$ cat src/rtl/vga_pattern_gen.sv
// rtl/vga_pattern_gen.sv - VGA timing plus six colour test patterns; define VGA_DEBOUNCE_EN to debounce the md button
module vga_pattern_gen #(
    parameter int H_ACTIVE = 640,
    parameter int H_FP     = 16,
    parameter int H_SYNC   = 96,
    parameter int H_BP     = 48,
    parameter int V_ACTIVE = 480,
    parameter int V_FP     = 10,
    parameter int V_SYNC   = 2,
    parameter int V_BP     = 33,
    parameter int CLK_DIV  = 2,
    parameter int CW       = 1,
    parameter int CHK_LOG2 = 5,
    parameter int DB_CNT   = 1000000
) (
    input  logic            clk50m,
    input  logic            rst_n,
    input  logic            md,
    output logic            hs,
    output logic            vs,
    output logic [3*CW-1:0] rgbout,
    output logic            de,
    output logic            frame_start,
    output logic [2:0]      mode
);

    localparam int H_TOTAL = H_ACTIVE + H_FP + H_SYNC + H_BP;
    localparam int V_TOTAL = V_ACTIVE + V_FP + V_SYNC + V_BP;
    localparam int HW      = $clog2(H_TOTAL);
    localparam int VW      = $clog2(V_TOTAL);
    // Bars need at least one pixel/line each, even for tiny test rasters
    localparam int XCELL   = (H_ACTIVE / 8 > 0) ? H_ACTIVE / 8 : 1;
    localparam int YCELL   = (V_ACTIVE / 8 > 0) ? V_ACTIVE / 8 : 1;
    localparam int XCW     = $clog2(XCELL + 1);
    localparam int YCW     = $clog2(YCELL + 1);

    logic pix_ce;

    generate
        if (CLK_DIV > 1) begin : g_div
            localparam int DW = $clog2(CLK_DIV);
            logic [DW-1:0] div_q;
            always_ff @(posedge clk50m or negedge rst_n) begin
                if (!rst_n) begin
                    div_q <= '0;
                end else if (div_q == DW'(CLK_DIV - 1)) begin
                    div_q <= '0;
                end else begin
                    div_q <= div_q + 1'b1;
                end
            end
            assign pix_ce = (div_q == DW'(CLK_DIV - 1));
        end else begin : g_nodiv
            assign pix_ce = 1'b1;
        end
    endgenerate

    logic [HW-1:0]  hcnt_q;
    logic [VW-1:0]  vcnt_q;
    logic [XCW-1:0] xcell_q;
    logic [YCW-1:0] ycell_q;
    logic [2:0]     xbar_q;
    logic [2:0]     ybar_q;
    logic           h_last;
    logic           v_last;
    logic           frame_end;

    assign h_last    = (32'(hcnt_q) == H_TOTAL - 1);
    assign v_last    = (32'(vcnt_q) == V_TOTAL - 1);
    assign frame_end = pix_ce & h_last & v_last;

    // xbar/ybar follow hcnt/vcnt as saturating bar indices, no dividers
    always_ff @(posedge clk50m or negedge rst_n) begin
        if (!rst_n) begin
            hcnt_q  <= '0;
            vcnt_q  <= '0;
            xcell_q <= '0;
            ycell_q <= '0;
            xbar_q  <= 3'd0;
            ybar_q  <= 3'd0;
        end else if (pix_ce) begin
            if (h_last) begin
                hcnt_q  <= '0;
                xcell_q <= '0;
                xbar_q  <= 3'd0;
                if (v_last) begin
                    vcnt_q  <= '0;
                    ycell_q <= '0;
                    ybar_q  <= 3'd0;
                end else begin
                    vcnt_q <= vcnt_q + 1'b1;
                    if (ycell_q == YCW'(YCELL - 1)) begin
                        ycell_q <= '0;
                        if (ybar_q != 3'd7) ybar_q <= ybar_q + 3'd1;
                    end else begin
                        ycell_q <= ycell_q + 1'b1;
                    end
                end
            end else begin
                hcnt_q <= hcnt_q + 1'b1;
                if (xcell_q == XCW'(XCELL - 1)) begin
                    xcell_q <= '0;
                    if (xbar_q != 3'd7) xbar_q <= xbar_q + 3'd1;
                end else begin
                    xcell_q <= xcell_q + 1'b1;
                end
            end
        end
    end

    logic md_s1_q;
    logic md_s2_q;
    logic md_qual;
    logic md_prev_q;
    logic md_rise;
    logic req_q;
    logic [2:0] mode_q;

`ifdef VGA_DEBOUNCE_EN
    localparam int DBW = $clog2(DB_CNT + 1);
    logic [DBW-1:0] db_cnt_q;
    logic           db_q;

    // db_q follows md_s2_q only after DB_CNT consecutive cycles of disagreement
    always_ff @(posedge clk50m or negedge rst_n) begin
        if (!rst_n) begin
            db_cnt_q <= '0;
            db_q     <= 1'b0;
        end else if (md_s2_q == db_q) begin
            db_cnt_q <= '0;
        end else if (32'(db_cnt_q) == DB_CNT - 1) begin
            db_cnt_q <= '0;
            db_q     <= md_s2_q;
        end else begin
            db_cnt_q <= db_cnt_q + 1'b1;
        end
    end
    assign md_qual = db_q;
`else
    assign md_qual = md_s2_q;
`endif

    assign md_rise = md_qual & ~md_prev_q;

    // Requests collapse into one pending flag consumed at the frame boundary
    always_ff @(posedge clk50m or negedge rst_n) begin
        if (!rst_n) begin
            md_s1_q   <= 1'b0;
            md_s2_q   <= 1'b0;
            md_prev_q <= 1'b0;
            req_q     <= 1'b0;
            mode_q    <= 3'd0;
        end else begin
            md_s1_q   <= md;
            md_s2_q   <= md_s1_q;
            md_prev_q <= md_qual;
            if (frame_end) begin
                if (req_q) mode_q <= (mode_q == 3'd5) ? 3'd0 : mode_q + 3'd1;
                req_q <= md_rise;
            end else if (md_rise) begin
                req_q <= 1'b1;
            end
        end
    end

    logic h_chk;
    logic v_chk;

    generate
        if (CHK_LOG2 < HW) begin : g_hchk
            assign h_chk = hcnt_q[CHK_LOG2];
        end else begin : g_hchk0
            assign h_chk = 1'b0;
        end
        if (CHK_LOG2 < VW) begin : g_vchk
            assign v_chk = vcnt_q[CHK_LOG2];
        end else begin : g_vchk0
            assign v_chk = 1'b0;
        end
    endgenerate

    logic [2:0]      xinv;
    logic [2:0]      yinv;
    logic [2:0]      code_d;
    logic            de_d;
    logic            hs_d;
    logic            vs_d;
    logic            fs_d;
    logic [3*CW-1:0] rgb_d;

    assign xinv = 3'd7 - xbar_q;
    assign yinv = 3'd7 - ybar_q;

    always_comb begin
        code_d = 3'd0;
        case (mode_q)
            3'd0:    code_d = xinv;
            3'd1:    code_d = yinv;
            3'd2:    code_d = xinv ^ yinv;
            3'd3:    code_d = ~(xinv ^ yinv);
            3'd4:    code_d = (h_chk ^ v_chk) ? 3'd7 : 3'd0;
            3'd5:    code_d = 3'd7;
            default: code_d = 3'd0;
        endcase
    end

    assign de_d  = (32'(hcnt_q) < H_ACTIVE) && (32'(vcnt_q) < V_ACTIVE);
    assign hs_d  = !((32'(hcnt_q) >= H_ACTIVE + H_FP) &&
                     (32'(hcnt_q) <  H_ACTIVE + H_FP + H_SYNC));
    assign vs_d  = !((32'(vcnt_q) >= V_ACTIVE + V_FP) &&
                     (32'(vcnt_q) <  V_ACTIVE + V_FP + V_SYNC));
    assign fs_d  = (hcnt_q == '0) && (vcnt_q == '0);
    assign rgb_d = de_d ? {{CW{code_d[2]}}, {CW{code_d[1]}}, {CW{code_d[0]}}} : '0;

    logic            hs_q;
    logic            vs_q;
    logic            de_q;
    logic            fs_q;
    logic [3*CW-1:0] rgb_q;
    logic [2:0]      mode_out_q;

    // Mode output is pipelined with the pixels so it changes together with frame_start
    always_ff @(posedge clk50m or negedge rst_n) begin
        if (!rst_n) begin
            hs_q       <= 1'b1;
            vs_q       <= 1'b1;
            de_q       <= 1'b0;
            fs_q       <= 1'b0;
            rgb_q      <= '0;
            mode_out_q <= 3'd0;
        end else if (pix_ce) begin
            hs_q       <= hs_d;
            vs_q       <= vs_d;
            de_q       <= de_d;
            fs_q       <= fs_d;
            rgb_q      <= rgb_d;
            mode_out_q <= mode_q;
        end
    end

    assign hs          = hs_q;
    assign vs          = vs_q;
    assign de          = de_q;
    assign frame_start = fs_q;
    assign rgbout      = rgb_q;
    assign mode        = mode_out_q;

endmodule

$ cat config.mk
export PLATFORM = sky130hd
export DESIGN_NAME = vga_pattern_gen
export DESIGN_NICKNAME = d
export VERILOG_FILES = /design/src/rtl/vga_pattern_gen.sv
export SDC_FILE = /design/constraint.sdc
export NUM_CORES = 1
export LEC_CHECK = 0
export CAP_MARGIN = 20
export CORE_MARGIN = 2
export CORE_UTILIZATION = 50
export CTS_BUF_LIST = sky130_fd_sc_hd__clkbuf_16
export DETAILED_ROUTE_END_ITERATION = 6
export PLACE_DENSITY_LB_ADDON = 0.05
export SYNTH_ARGS = -nofsm -noshare
export SYNTH_HDL_FRONTEND = slang
export SYNTH_SLANG_ARGS = --single-unit
$ cat constraint.sdc
create_clock -name clk50m -period 5.5 [get_ports clk50m]
set_input_delay 1.1 -clock clk50m [delete_from_list [all_inputs] [get_ports clk50m]]
set_output_delay 1.1 -clock clk50m [all_outputs]
set_load 0.005 [all_outputs]
==> reports/metrics.csv <==
metric,value,unit
status,"complete, no violations",
CTS sink count,57,
Std-Cell Core Area,0.00554,mm2
antenna diode count,0,
Post-Synth Simple-Gate Area,19.6,%
initial antenna violation count,0,
gr ovfl total,0,
"Setup violations, final",0,
Avg Inst Size Synth,10.0,um2
hold path depth,0,
adder-cell share of the synthesized area,4.79,%
Cell variety after synth,47,
Max Clk Rate,376,MHz
Setup crit end kind,register,
Die X,79.8,um
DP HPWL,3840,um
worst reg2reg path startpoint,g_div.div_q,
postcts setup bufs,0,
clk slew on worst S/H paths,50,ps
clk buf depth,2,
Net Switching,0.185,mW
routed vias,2160,
first-pass GRT wire length,10000,um
row count,27,
RSZ-0062 raised after global routing,false,
DR DRC count,0,
Max-Cap Viols,0,
flop2flop setup slack,2840,ps
post_cts resized,0,
GR Util All Layers,20.7,%
Root Driver,clkbuf_16,
share of layout cells above drive strength 1,9.84,%
Synth Area in XOR/XNOR,6.10,%
Final TNS setup,0,ps
Required @ worst endpoint,5760,ps
"Async S/R FF share, synth",100,%
Top Ports,13,
sequential share of power,46.8,%
die area,0.00637,mm2
"Clk Latency, worst-skew pair",320,ps
gp weighted congestion,0.819,
Routed Antenna Nets,0,
post-synthesis mux area share,3.48,%
number of synthesized flops with an enable pin,0,
cell count after synthesis,286,
final hold violations,0,
fillers,474,
initial core utilization,51.9,%
P_leak,1.45,nW
vias in the first global route,2078,
Hold Crit Start,md_s1_q,
post-layout util,59.7,%
Worst Max-Slew Pin Slew,881,ps
Yosys warnings,0,
DRT Pass-1 Iters,5,
CTS tree,yes,
CTS Buf Count,9,
fin nets,315,
crit start category,register,
Clock Skew,4.81,ps
worst flop-to-flop path endpoint,ycell_q[5],
"Seq/Total Area, Yosys",49.7,%
min Tclk post-route,2660,ps
type of the worst setup path,reg -> reg,
crit path from,g_div.div_q,
fin area,0.00331,mm2
highest net fanout along the worst path,27,
Max IR drop VDD,0.185,mV
Post-synth top flop,dfrtp_1,
Routed WL per cell,15.4,um
area grow syn2layout,15.1,%
Worst Hold End,md_qual,
DR iter-0 viols,136,
crit path DAT,2920,ps
Slew HR,41.3,%
FF/Latch Area,0.00143,mm2
Hold Path Class,reg -> reg,
PD cells,273,mW/mm2
synthesized cell area,0.00287,mm2
combinational power share,1.0,%
H-tree lvl count,3,
hold buffer count at CTS,0,
P_int,0.717,mW
IO Port Bufs,12,
Area after DPL,0.00305,mm2
Yosys reg bits,57,
largest family of logic cells by synthesized area,simple AND/OR/NAND/NOR gates,
Reg2Reg Depth,5,
drt via density,5.73,
multi-input gate area in the final layout,0.00135,mm2
Max Transition Viols Final,0,
Clk pwr share,52.2,%
Compound-Gate Fraction of Synth Area,13.1,%
Net Sw Frac,20.5,%
Routed Wire Length,5790,um
Tcrit/Tclk final,48.3,%
die height,79.8,um
pin count of the biggest net entering global routing,58,
Post-Syn Nets,300,
-- sequential cells by signal, summed over array words and instances (netlist names), 3 cells and up --
register  flops
mode          3
xbar_q        3
xcell_q       7
ybar_q        3
vcnt_q       10
ycell_q       6
mode_q        3
hcnt_q       10
rgbout        3
-- cell usage in the layout (no fill, tap or decap), drive strengths merged, types with 2 or more instances in the layout --
cell / netlist / layout
a21oi: 8 / 8
a221oi: 2 / 2
a22o: 6 / 6
a31oi: 3 / 3
and2: 2 / 2
and3: 2 / 2
and3b: 2 / 2
buf: 4 / 4
clkbuf: 7 / 9
clkdlybuf4s50: 0 / 11
clkinv: 1 / 6
dfrtp: 55 / 55
dfstp: 2 / 2
ha: 11 / 11
inv: 11 / 12
mux2: 8 / 8
nand2: 30 / 30
nand2b: 4 / 4
nand3: 11 / 11
nand4: 11 / 11
nand4b: 2 / 2
nor2: 19 / 19
nor3: 11 / 11
nor3b: 2 / 2
nor4: 3 / 3
o21ai: 25 / 25
o22ai: 2 / 2
o2bb2ai: 6 / 6
or4: 3 / 3
xnor2: 12 / 12
xor2: 8 / 8
-- synthesized netlist by cell type, drive strengths merged, types with 2 or more instances --
cell type	n	share of area [%]
a21oi	8	1.4
a221oi	2	0.61
a22o	6	1.8
a31oi	3	0.65
and2	2	0.44
and3	2	0.44
and3b	2	0.61
buf	4	0.65
clkbuf	7	0.96
dfrtp	55	48
dfstp	2	1.8
ha	11	4.8
inv	11	1.4
mux2	8	3.1
nand2	30	3.9
nand2b	4	0.87
nand3	11	1.9
nand4	11	2.9
nand4b	2	0.61
nor2	19	2.5
nor3	11	1.9
nor3b	2	0.52
nor4	3	0.87
o21ai	25	4.4
o22ai	2	0.44
o2bb2ai	6	1.8
or4	3	0.78
xnor2	12	3.7
xor2	8	2.4
-- worst max path at each step --
stage | to | slack, ps | depth (start not counted)
2_1_floorplan | ycell_q[5] | 3390 | 7
3_3_place_gp | ycell_q[5] | 2910 | 5
3_5_place_dp | ycell_q[5] | 2830 | 5
4_1_cts | ycell_q[5] | 2860 | 5
5_1_grt | ycell_q[5] | 2700 | 5
6_report | ycell_q[5] | 2840 | 5
-- metrics by stage --
stage | hold slack, ps | total power, mW | cells | worst slack, ps
floorplan | 331 | 0.429 | 286 | 3390
global placement | 335 | 0.439 | 362 | 2910
detailed placement | 338 | 0.439 | 362 | 2830
CTS | 349 | 0.914 | 377 | 2860
global route | 362 | 0.934 | 377 | 2700
finish | 351 | 0.902 | 377 | 2840
-- logic make-up (layout without fill, tap and decap cells) --
kind of cell | count (synthesis) | count (layout)
multiplexers | 9 | 9
flip-flops | 57 | 57
adder cells (fa/ha/maj) | 11 | 11
buffers and inverters | 23 | 42
AND/OR/NAND/NOR | 107 | 107
AO/OA/AOI/OAI | 59 | 59
XOR/XNOR | 20 | 20
-- layer usage --
| layer | GRT usage [%] | wire length, um |
|---|---|---|
| met4 | 7.12 | 83 |
| met5 | 0 | 0 |
| met3 | 5.43 | 190 |
| met1 | 28.7 | 2890 |
| met2 | 31.4 | 2620 |
-- power groups by stage --
stage	registers (mW)	logic, mW	clock network (mW)
after floorplan	0.429	0.000101	0
after global placement	0.428	0.0102	0
after detailed placement	0.428	0.0102	0
after CTS	0.422	0.0102	0.482
after global routing	0.421	0.0116	0.501
final	0.422	0.00927	0.471
-- cell type report --
| cell class | count | share of cell area, % |
|---|---|---|
| Timing Repair Buffer | 15 | 4.16 |
| Clock buffer | 9 | 6.81 |
| Sequential cell | 57 | 43.2 |
| Tap cell | 72 | 2.72 |
| Clock inverter | 6 | 0.832 |
| Multi-Input combinational cell | 206 | 40.9 |
| Inverter | 12 | 1.36 |
-- critical path: stages (launching register included) --
cell and delay (ps):
dfrtp_1 910, nand4_4 240, or4_1 690, or4_1 550, nand2_1 80, a22o_1 110
No activity file was read; power rests on OpenSTA's default activity.
